--- config.mk ---
export PLATFORM = sky130hd
export DESIGN_NAME = skid_buffer_flat
export DESIGN_NICKNAME = d
export VERILOG_FILES = /design/src/rtl/skid_buffer_pkg.sv /design/src/rtl/skid_buffer_if.sv /design/src/rtl/skid_buffer.sv /design/src/flat_wrapper.sv
export SDC_FILE = /design/constraint.sdc
export NUM_CORES = 1
export LEC_CHECK = 0
export CAP_MARGIN = 0
export CORE_MARGIN = 5
export CORE_UTILIZATION = 43
export CTS_CLUSTER_DIAMETER = 50
export DETAILED_ROUTE_END_ITERATION = 8
export DONT_BUFFER_PORTS = 1
export PLACE_DENSITY = 0.62
export SYNTH_ARGS = -nofsm -noshare
export SYNTH_HDL_FRONTEND = slang
export SYNTH_SLANG_ARGS = --single-unit
--- constraint.sdc ---
create_clock -name clk -period 1.9 [get_ports clk]
set_input_delay 0.19 -clock clk [delete_from_list [all_inputs] [get_ports clk]]
set_output_delay 0.19 -clock clk [all_outputs]
set_load 0.005 [all_outputs]
--- src/rtl/skid_buffer_pkg.sv ---
// Shared types for the two-entry skid buffer: FSM state encoding and occupancy width.
package skid_buffer_pkg;

  localparam int OCC_W = 2;

  typedef enum logic [1:0] {
    EMPTY = 2'd0,
    BUSY  = 2'd1,
    FULL  = 2'd2
  } state_e;

  // Number of words held in each state; illegal encodings report as empty.
  function automatic logic [OCC_W-1:0] occ_of(input state_e s);
    case (s)
      EMPTY:   occ_of = 2'd0;
      BUSY:    occ_of = 2'd1;
      FULL:    occ_of = 2'd2;
      default: occ_of = 2'd0;
    endcase
  endfunction

endpackage

--- src/rtl/skid_buffer_if.sv ---
// Upstream/downstream valid-ready handshake plus occupancy status for the skid buffer.
interface skid_buffer_if #(
  parameter int DATA_WIDTH = 16
);
  import skid_buffer_pkg::*;

  logic [DATA_WIDTH-1:0] s_data;
  logic                  s_valid;
  logic                  s_ready;
  logic [DATA_WIDTH-1:0] m_data;
  logic                  m_valid;
  logic                  m_ready;
  logic [OCC_W-1:0]      occ;

  // master: the environment that feeds words in and drains them out
  modport master (
    output s_data, s_valid, m_ready,
    input  s_ready, m_data, m_valid, occ
  );

  // slave: the buffer itself
  modport slave (
    input  s_data, s_valid, m_ready,
    output s_ready, m_data, m_valid, occ
  );

endinterface

--- src/rtl/skid_buffer.sv ---
// Two-entry valid/ready skid buffer, 1-cycle latency, full throughput, all outputs registered.
// s_ready is a flop and never looks at m_ready combinationally; a stalled word holds steady.
module skid_buffer
  import skid_buffer_pkg::*;
#(
  parameter int DATA_WIDTH = 16
) (
  input  logic         clk,
  input  logic         rst,
  skid_buffer_if.slave bus
);

  state_e                state_q, state_d;
  logic [DATA_WIDTH-1:0] main_q, main_d;
  logic [DATA_WIDTH-1:0] skid_q, skid_d;
  logic                  s_ready_q;
  logic                  m_valid_q;
  logic [OCC_W-1:0]      occ_q;

  logic in_xfer;
  logic out_xfer;

  assign in_xfer  = bus.s_valid & s_ready_q;
  assign out_xfer = m_valid_q & bus.m_ready;

  always_comb begin
    state_d = state_q;
    main_d  = main_q;
    skid_d  = skid_q;
    case (state_q)
      EMPTY: begin
        if (in_xfer) begin
          main_d  = bus.s_data;
          state_d = BUSY;
        end
      end
      BUSY: begin
        if (in_xfer && !out_xfer) begin
          skid_d  = bus.s_data;
          state_d = FULL;
        end else if (in_xfer && out_xfer) begin
          main_d = bus.s_data;
        end else if (out_xfer) begin
          state_d = EMPTY;
        end
      end
      FULL: begin
        // upstream is already stalled here, so only the drain side matters
        if (out_xfer) begin
          main_d  = skid_q;
          state_d = BUSY;
        end
      end
      default: state_d = EMPTY;
    endcase
  end

  // Handshake outputs are decoded from the next state so they are pure flops.
  always_ff @(posedge clk) begin
    if (rst) begin
      state_q   <= EMPTY;
      main_q    <= '0;
      skid_q    <= '0;
      s_ready_q <= 1'b0;
      m_valid_q <= 1'b0;
      occ_q     <= '0;
    end else begin
      state_q   <= state_d;
      main_q    <= main_d;
      skid_q    <= skid_d;
      s_ready_q <= (state_d != FULL);
      m_valid_q <= (state_d == BUSY) || (state_d == FULL);
      occ_q     <= occ_of(state_d);
    end
  end

  assign bus.s_ready = s_ready_q;
  assign bus.m_data  = main_q;
  assign bus.m_valid = m_valid_q;
  assign bus.occ     = occ_q;

endmodule

--- src/flat_wrapper.sv ---
// flat-port wrapper written by rule: the top's interface ports become plain ports
module skid_buffer_flat import skid_buffer_pkg::*;
#(
  parameter int DATA_WIDTH = 16
)
  (clk, rst, bus_s_data, bus_s_valid, bus_m_ready, bus_s_ready, bus_m_data, bus_m_valid, bus_occ);
  skid_buffer_if #(.DATA_WIDTH(DATA_WIDTH)) bus_i ();
  input  logic clk;
  input  logic rst;
  input wire logic [$bits(bus_i.s_data)-1:0] bus_s_data;
  input wire logic [$bits(bus_i.s_valid)-1:0] bus_s_valid;
  input wire logic [$bits(bus_i.m_ready)-1:0] bus_m_ready;
  output wire logic [$bits(bus_i.s_ready)-1:0] bus_s_ready;
  output wire logic [$bits(bus_i.m_data)-1:0] bus_m_data;
  output wire logic [$bits(bus_i.m_valid)-1:0] bus_m_valid;
  output wire logic [$bits(bus_i.occ)-1:0] bus_occ;
  assign bus_i.s_data = bus_s_data;
  assign bus_i.s_valid = bus_s_valid;
  assign bus_i.m_ready = bus_m_ready;
  assign bus_s_ready = bus_i.s_ready;
  assign bus_m_data = bus_i.m_data;
  assign bus_m_valid = bus_i.m_valid;
  assign bus_occ = bus_i.occ;
  skid_buffer #(.DATA_WIDTH(DATA_WIDTH)) u_core (.clk(clk), .rst(rst), .bus(bus_i));
endmodule
# Word-level counts from Yosys, hierarchy flattened
# Index checks and enable logic that the tools add are counted.
# W data, S select, Z words.
[word_totals] ff_bits=38 latch_bits=0 mem_bits_rw=0 rom_bits=0 in_bits=20 out_inout_bits=20 word_cells=37 n_memories=0
[op_classes] n_addsub=0 multipliers=0 n_div=0 order_cmp=0 n_eq_ne=9 shifts=0 muxes=12 n_bitwise=2 reduce_logical=8
[op_table] cell="$mux W16" count=4
[op_table] cell="$pmux W16 S3" count=1
[op_table] cell="$mux W2" count=5
[op_table] cell="$ne A2 B1 Y1 const B" count=3
[op_table] cell="$pmux W2 S3" count=1
[op_table] cell="$reduce_and A5 Y1" count=1
[op_table] cell="$eq A2 B1 Y1 const B" count=2
[op_table] cell="$eq A2 B2 Y1 const B" count=2
[op_table] cell="$ne A2 B2 Y1 const B" count=2
[op_table] cell="$pmux W2 S2" count=1
[op_table] cell="$reduce_bool A3 Y1" count=1
[op_table] cell="$and A1 B1 Y1" count=2
[op_table] cell="$logic_and A1 B1 Y1" count=2
[op_table] cell="$logic_not A2 Y1" count=1
[op_table] cell="$reduce_and A2 Y1" count=1
[op_table] cell="$logic_not A1 Y1" count=1
[op_table] cell="$logic_or A1 B1 Y1" count=1

# Depth between registers and ports, before layout
[logic_depth] word_depth=7 ltp_mapped=7

# Worst setup path after synthesis
# Ideal clock, no wire load.
[synth_path] kind="register to register" from="register u_core.state_q[0]" to="register u_core.m_valid_q (netlist: u_core.bus.m_valid)" setup_time_ns=0.126 arrival_time_ns=1.384 t_required_ns=1.774 slack_ns=0.390 path_stages_with_launch=8 n_path_buf=2 path_cell_list="dfxtp_1 nand2b_1 buf_4 buf_4 a22o_1 inv_1 ha_1 nor2_1"
[synth_via] word_cells_on_any_way=12
[synth_rtl] item="start, declared" line="skid_buffer.sv:13" rtl="state_e state_q, state_d;"
[synth_rtl] item="start signal, assigned" line="skid_buffer.sv:68" rtl="state_q <= state_d;"
[synth_rtl] item="$eq A2 B2 Y1 (tied with other cells)" line="skid_buffer.sv:30" rtl="case (state_q)"
[synth_rtl] item="$pmux W2 S3 (*)" line="skid_buffer.sv:30"
[synth_rtl] item="named net u_core.state_d[1]" line="skid_buffer.sv:13"
[synth_rtl] item="$eq A2 B1 Y1 / $eq A2 B2 Y1 (equally long branches)" line="skid_buffer.sv:72" rtl="m_valid_q <= (state_d == BUSY) || (state_d == FULL);"
[synth_rtl] item="$logic_or A1 B1 Y1 (*)" line="skid_buffer.sv:72"
[synth_rtl] item="end signal, assigned" line="skid_buffer.sv:72"
[synth_rtl] item="end, declared" line="skid_buffer.sv:17" rtl="logic m_valid_q;"
# The timed path passes the listed nets; every way through them passes the cells marked *.
# A chain may end at the register's enable or synchronous reset.

# Final worst setup path
[layout_path] from="register u_core.m_valid_q (netlist: u_core.bus.m_valid)" to="register u_core.main_q[2] (netlist: u_core.bus.m_data[2])"
[layout_via] elab_chain_len=5 word_cells_on_any_way=8
[layout_rtl] item="$and A1 B1 Y1 (*)" line="skid_buffer.sv:24" rtl="assign out_xfer = m_valid_q & bus.m_ready;"
[layout_rtl] item="$logic_not A1 Y1" line="skid_buffer.sv:38" rtl="if (in_xfer && !out_xfer) begin"
[layout_rtl] item="$logic_and A1 B1 Y1" line="skid_buffer.sv:38"
[layout_rtl] item="$ne A2 B2 Y1 (no line)"
[layout_rtl] item="$reduce_and A5 Y1 (no line) (*)"
[layout_rtl] item="end signal, assigned" line="skid_buffer.sv:69" rtl="main_q <= main_d;"
[layout_rtl] item="end, declared" line="skid_buffer.sv:14" rtl="logic [DATA_WIDTH-1:0] main_q, main_d;"
# Every way passes the cells marked *; elsewhere a longest branch is shown, timed or not.

==> flow_summary.html <==
<table>
<tr><th>Metric</th><th>Value</th></tr>
<tr><th colspan="2">Status</th></tr>
<tr><td>Outcome</td><td>complete, no violations</td></tr>
<tr><th colspan="2">Cells and area</th></tr>
<tr><td>Layout area overhead</td><td>5.54%</td></tr>
<tr><td>Core Util, Final</td><td>between 40% and 50%</td></tr>
<tr><td>Post-layout nets</td><td>195</td></tr>
<tr><td>Ant diodes</td><td>0</td></tr>
<tr><td>Share of cells above drive strength 1</td><td>14.0%</td></tr>
<tr><td>Post-route non-filler standard cell count</td><td>roughly 220</td></tr>
<tr><th colspan="2">Synth</th></tr>
<tr><td>Gate count after technology mapping</td><td>~180</td></tr>
<tr><td>Biggest area consumer among synthesized cells</td><td>sky130_fd_sc_hd__dfxtp_1</td></tr>
<tr><td>Count of flip-flops with a built-in enable after synthesis</td><td>0</td></tr>
<tr><td>Most frequently used cell type in the post-synthesis netlist</td><td>sky130_fd_sc_hd__dfxtp_1</td></tr>
<tr><td>Area share of the largest cell type after synthesis</td><td>between 40% and 50%</td></tr>
<tr><td>Net count of the mapped netlist</td><td>between 200 and 250</td></tr>
<tr><td>Ranking of synthesized cells by area</td><td>sky130_fd_sc_hd__dfxtp_1 (43%), sky130_fd_sc_hd__a211oi_1 (9.4%), sky130_fd_sc_hd__mux2i_1 (9.1%)</td></tr>
<tr><td>Register bit total from synthesis</td><td>38</td></tr>
<tr><td>Post-synthesis average cell area</td><td>9.89 um2</td></tr>
<tr><td>Synth cell count leaders</td><td>sky130_fd_sc_hd__dfxtp_1 (38), sky130_fd_sc_hd__a211oi_1 (22), sky130_fd_sc_hd__a21oi_1 (17)</td></tr>
<tr><td>Mapped Area</td><td>approximately 1800 um2</td></tr>
<tr><td>Ys flop type</td><td>sky130_fd_sc_hd__dfxtp_1</td></tr>
<tr><td>Distinct cells, synth</td><td>31</td></tr>
<tr><td>Share of async-settable or async-resettable flops after synthesis</td><td>0%</td></tr>
<tr><td>Share of synthesized area occupied by flip-flops and latches</td><td>roughly 43%</td></tr>
<tr><td>Yosys warns</td><td>0</td></tr>
<tr><th colspan="2">STA</th></tr>
<tr><td>Hold violation total from the final report</td><td>0</td></tr>
<tr><td>Largest clock skew in the final design</td><td>a little over 0.003 ns</td></tr>
<tr><td>Setup TNS</td><td>0 ns</td></tr>
<tr><td>Transition at the pin with the smallest max-transition slack</td><td>0.595 ns</td></tr>
<tr><td>Setup repair after global routing missed its margin</td><td>false</td></tr>
<tr><td>Worst max-slew margin expressed relative to the limit</td><td>between 60% and 70%</td></tr>
<tr><td>Crit path time final</td><td>roughly 1.6 ns</td></tr>
<tr><td>Period utilisation layout</td><td>a little under nine tenths</td></tr>
<tr><td>Fmax</td><td>around 0.61 GHz</td></tr>
<tr><td>Count of endpoints failing setup in the final report</td><td>0</td></tr>
<tr><td>WHS</td><td>~0.019 ns</td></tr>
<tr><td>Final count of pins violating max slew</td><td>0</td></tr>
<tr><th colspan="2">Pwr</th></tr>
<tr><td>Peak supply drop</td><td>around 380 uV</td></tr>
<tr><td>Power per cell area</td><td>slightly below 900 nW/um2</td></tr>
<tr><td>Final Power</td><td>1.64 mW</td></tr>
<tr><td>Net switching power</td><td>between 0.4 and 0.5 mW</td></tr>
<tr><td>Internal power summed over all cells</td><td>approximately 1.2 mW</td></tr>
<tr><td>Total leakage power</td><td>~0.72 nW</td></tr>
<tr><td>Power share of the sequential group</td><td>between 50% and 60%</td></tr>
<tr><td>Sw Ratio</td><td>27.1%</td></tr>
<tr><td>Clock network fraction of design power</td><td>between 30% and 40%</td></tr>
<tr><td>Combinational group share of total power</td><td>between 10% and 20%</td></tr>
<tr><th colspan="2">Global routing</th></tr>
<tr><td>Antenna violations before repair</td><td>0</td></tr>
<tr><td>Gr usage total</td><td>16.1%</td></tr>
<tr><td>Remaining Overflow, GRT</td><td>0</td></tr>
<tr><td>Number of global-route vias before repair</td><td>1365</td></tr>
<tr><td>Largest net degree at the start of global routing</td><td>38</td></tr>
<tr><td>First-pass GRT wire length</td><td>between 6 and 7 mm</td></tr>
<tr><th colspan="2">Run</th></tr>
<tr><td>Number of max-capacitance violations reported</td><td>0</td></tr>
<tr><th colspan="2">Clock tree</th></tr>
<tr><td>Skew-Pair Late Insertion Delay</td><td>approximately 0.28 ns</td></tr>
<tr><td>Clock-pin slew reported for the worst setup and hold paths after clock tree synthesis</td><td>~0.070 ns</td></tr>
<tr><td>Buffer cell driving the clock tree root</td><td>sky130_fd_sc_hd__clkbuf_8</td></tr>
<tr><td>Total CTS buffers</td><td>5</td></tr>
<tr><td>Clock tree from TritonCTS</td><td>built</td></tr>
<tr><td>Buffers inserted by post-CTS timing repair</td><td>0</td></tr>
<tr><td>CTS HTree Levels</td><td>2</td></tr>
<tr><td>Sinks on the clock net</td><td>38</td></tr>
<tr><td>Buffer levels on the longest clock path</td><td>2</td></tr>
<tr><th colspan="2">Detailed routing</th></tr>
<tr><td>Number of detailed-routing iterations run before antenna repair</td><td>4</td></tr>
<tr><td>Number of antenna-violating nets in the routed design</td><td>0</td></tr>
<tr><td>Remaining DRCs</td><td>0</td></tr>
<tr><td>Detailed router's first-iteration violation count</td><td>slightly above 100</td></tr>
<tr><td>Average routed wire per standard cell</td><td>between 15 and 20 um</td></tr>
<tr><td>Post-detailed-routing wire length</td><td>roughly 4 mm</td></tr>
<tr><td>Routed via count</td><td>approximately 1300</td></tr>
<tr><td>Avg Vias per Cell</td><td>roughly 6.0</td></tr>
<tr><th colspan="2">Hold path</th></tr>
<tr><td>Terminating pin of the worst hold path</td><td>u_core.state_q[0]$_SDFF_PP0_</td></tr>
<tr><td>Worst hold path class</td><td>primary input to register</td></tr>
<tr><td>Hold path startpoint</td><td>rst</td></tr>
<tr><td>Min-Delay Path Depth</td><td>1</td></tr>
<tr><th colspan="2">Setup path</th></tr>
<tr><td>R2R depth</td><td>3</td></tr>
<tr><td>Critical path startpoint category</td><td>register</td></tr>
<tr><td>Worst setup slack for register-to-register paths</td><td>0.27 ns</td></tr>
<tr><td>Worst R2R Start</td><td>u_core.bus.m_valid$_SDFF_PP0_</td></tr>
<tr><td>Worst EP required</td><td>slightly above 2 ns</td></tr>
<tr><td>Worst setup EP type</td><td>register</td></tr>
<tr><td>Worst path arrival time</td><td>1.79 ns</td></tr>
<tr><td>Maximum fanout count along the critical path</td><td>33</td></tr>
<tr><td>Terminus of the critical flop-to-flop path</td><td>u_core.bus.m_data[2]$_SDFFE_PP0P_</td></tr>
<tr><td>Type of the worst setup path</td><td>register to register</td></tr>
<tr><th colspan="2">Die</th></tr>
<tr><td>Std-Cell Rows</td><td>23</td></tr>
<tr><td>Core footprint</td><td>a little under 4000 um2</td></tr>
<tr><td>Top-level port count</td><td>40</td></tr>
<tr><td>Starting density of the core</td><td>between 40% and 50%</td></tr>
<tr><td>Horizontal extent of the die</td><td>around 74 um</td></tr>
<tr><td>Die Y</td><td>between 70 and 80 um</td></tr>
<tr><td>Area of the die</td><td>5470 um2</td></tr>
<tr><th colspan="2">Placed design</th></tr>
<tr><td>Number of cells after detailed placement</td><td>214</td></tr>
<tr><td>Number of port buffers</td><td>0</td></tr>
<tr><td>Routability Congestion</td><td>between 0.7 and 0.8</td></tr>
<tr><td>Dpl hpwl</td><td>between 2 and 3 mm</td></tr>
</table>
## what timing repair did
| item | in CTS | in global routing |
|---|---|---|
| endpoints found under the hold margin | 37 | 0 |
| hold buffers | 1 | 0 |
| gates resized for setup | 0 | 0 |
## cell usage in the layout, fill, tap and decap left out, types with 2 or more instances in the layout
cell type,instances
sky130_fd_sc_hd__a211oi_1,22
sky130_fd_sc_hd__a211oi_2,10
sky130_fd_sc_hd__a21oi_1,17
sky130_fd_sc_hd__buf_12,2
sky130_fd_sc_hd__buf_4,3
sky130_fd_sc_hd__clkbuf_1,2
sky130_fd_sc_hd__clkbuf_8,5
sky130_fd_sc_hd__dfxtp_1,38
sky130_fd_sc_hd__ha_1,3
sky130_fd_sc_hd__mux2i_1,16
sky130_fd_sc_hd__nand3_1,16
sky130_fd_sc_hd__nor2_1,3
sky130_fd_sc_hd__nor2b_1,2
sky130_fd_sc_hd__o21ai_0,16
## state kept, by name (all words and copies together), names as in the netlist
| register | flops |
|---|---|
| u_core.bus.m_data | 16 |
| u_core.bus.occ | 2 |
| u_core.bus.m_valid | 1 |
| u_core.skid_q | 16 |
| u_core.bus.s_ready | 1 |
| u_core.state_q | 2 |
## cell families (layout without fill, tap and decap cells)
| family | Yosys count | after routing | share of synthesized area (%) |
|---|---|---|---|
| multiplexers | 16 | 16 | 9.10 |
| adder cells (fa/ha/maj) | 3 | 3 | 2.13 |
| flip-flops | 38 | 38 | 43.2 |
| buffers and inverters | 19 | 13 | 6.11 |
| AND/OR/NAND/NOR | 29 | 29 | 9.31 |
| AO/OA/AOI/OAI | 73 | 73 | 30.1 |
## worst max-delay path, stage by stage, from the launching register on
cell,delay [ns]
sky130_fd_sc_hd__dfxtp_1,0.46
sky130_fd_sc_hd__a21bo_2,0.57
sky130_fd_sc_hd__a21o_4,0.36
sky130_fd_sc_hd__a211oi_1,0.11
## power by group through the flow
| stage | registers, mW | clock network, mW | logic [mW] |
|---|---|---|---|
| 4_1_cts | 0.894 | 0.530 | 0.234 |
| 2_1_floorplan | 0.894 | 0 | 0.197 |
| 5_1_grt | 0.899 | 0.562 | 0.257 |
| 3_5_place_dp | 0.912 | 0 | 0.216 |
| 3_3_place_gp | 0.909 | 0 | 0.207 |
| 6_report | 0.892 | 0.510 | 0.233 |
## through the flow
| stage | cell area [um2] | setup WS [ns] |
|---|---|---|
| final | 1860 | 0.266 |
| after global routing | 1860 | 0.151 |
| after CTS | 1860 | 0.262 |
| after detailed placement | 1760 | 0.273 |
| after global placement | 1760 | 0.326 |
| after floorplan | 1760 | 0.390 |
## per-layer routing
layer	track usage (%)	vias to the layer above	share of wire [%]
li1	-	663	-
met1	19.0	630	42
met2	25.6	36	46
met3	7.30	7	10
met4	6.04	0	1.7
met5	0	-	0
## worst max-delay path by stage
stage                     cells after the start                          start  slack (ns)                           endpoint
final                                         3  u_core.bus.m_valid$_SDFF_PP0_        0.27  u_core.bus.m_data[2]$_SDFFE_PP0P_
after global routing                          3   u_core.state_q[0]$_SDFF_PP0_        0.15  u_core.bus.m_data[5]$_SDFFE_PP0P_
after CTS                                     3  u_core.bus.m_valid$_SDFF_PP0_        0.26  u_core.bus.m_data[2]$_SDFFE_PP0P_
after detailed placement                      3  u_core.bus.m_valid$_SDFF_PP0_        0.27  u_core.bus.m_data[4]$_SDFFE_PP0P_
after global placement                        3  u_core.bus.m_valid$_SDFF_PP0_        0.33  u_core.bus.m_data[5]$_SDFFE_PP0P_
after floorplan                               7   u_core.state_q[0]$_SDFF_PP0_        0.39      u_core.bus.m_valid$_SDFF_PP0_
## area by class of cell
cell class	instances	area, um2
well taps	50	62.6
fillers	378	2110
inverters	1	3.75
repair buffers	5	62.6
clock buffers	7	76.3
flip-flops and latches	38	761
multi-input cells	121	892
(Power assumes the default switching activity.)
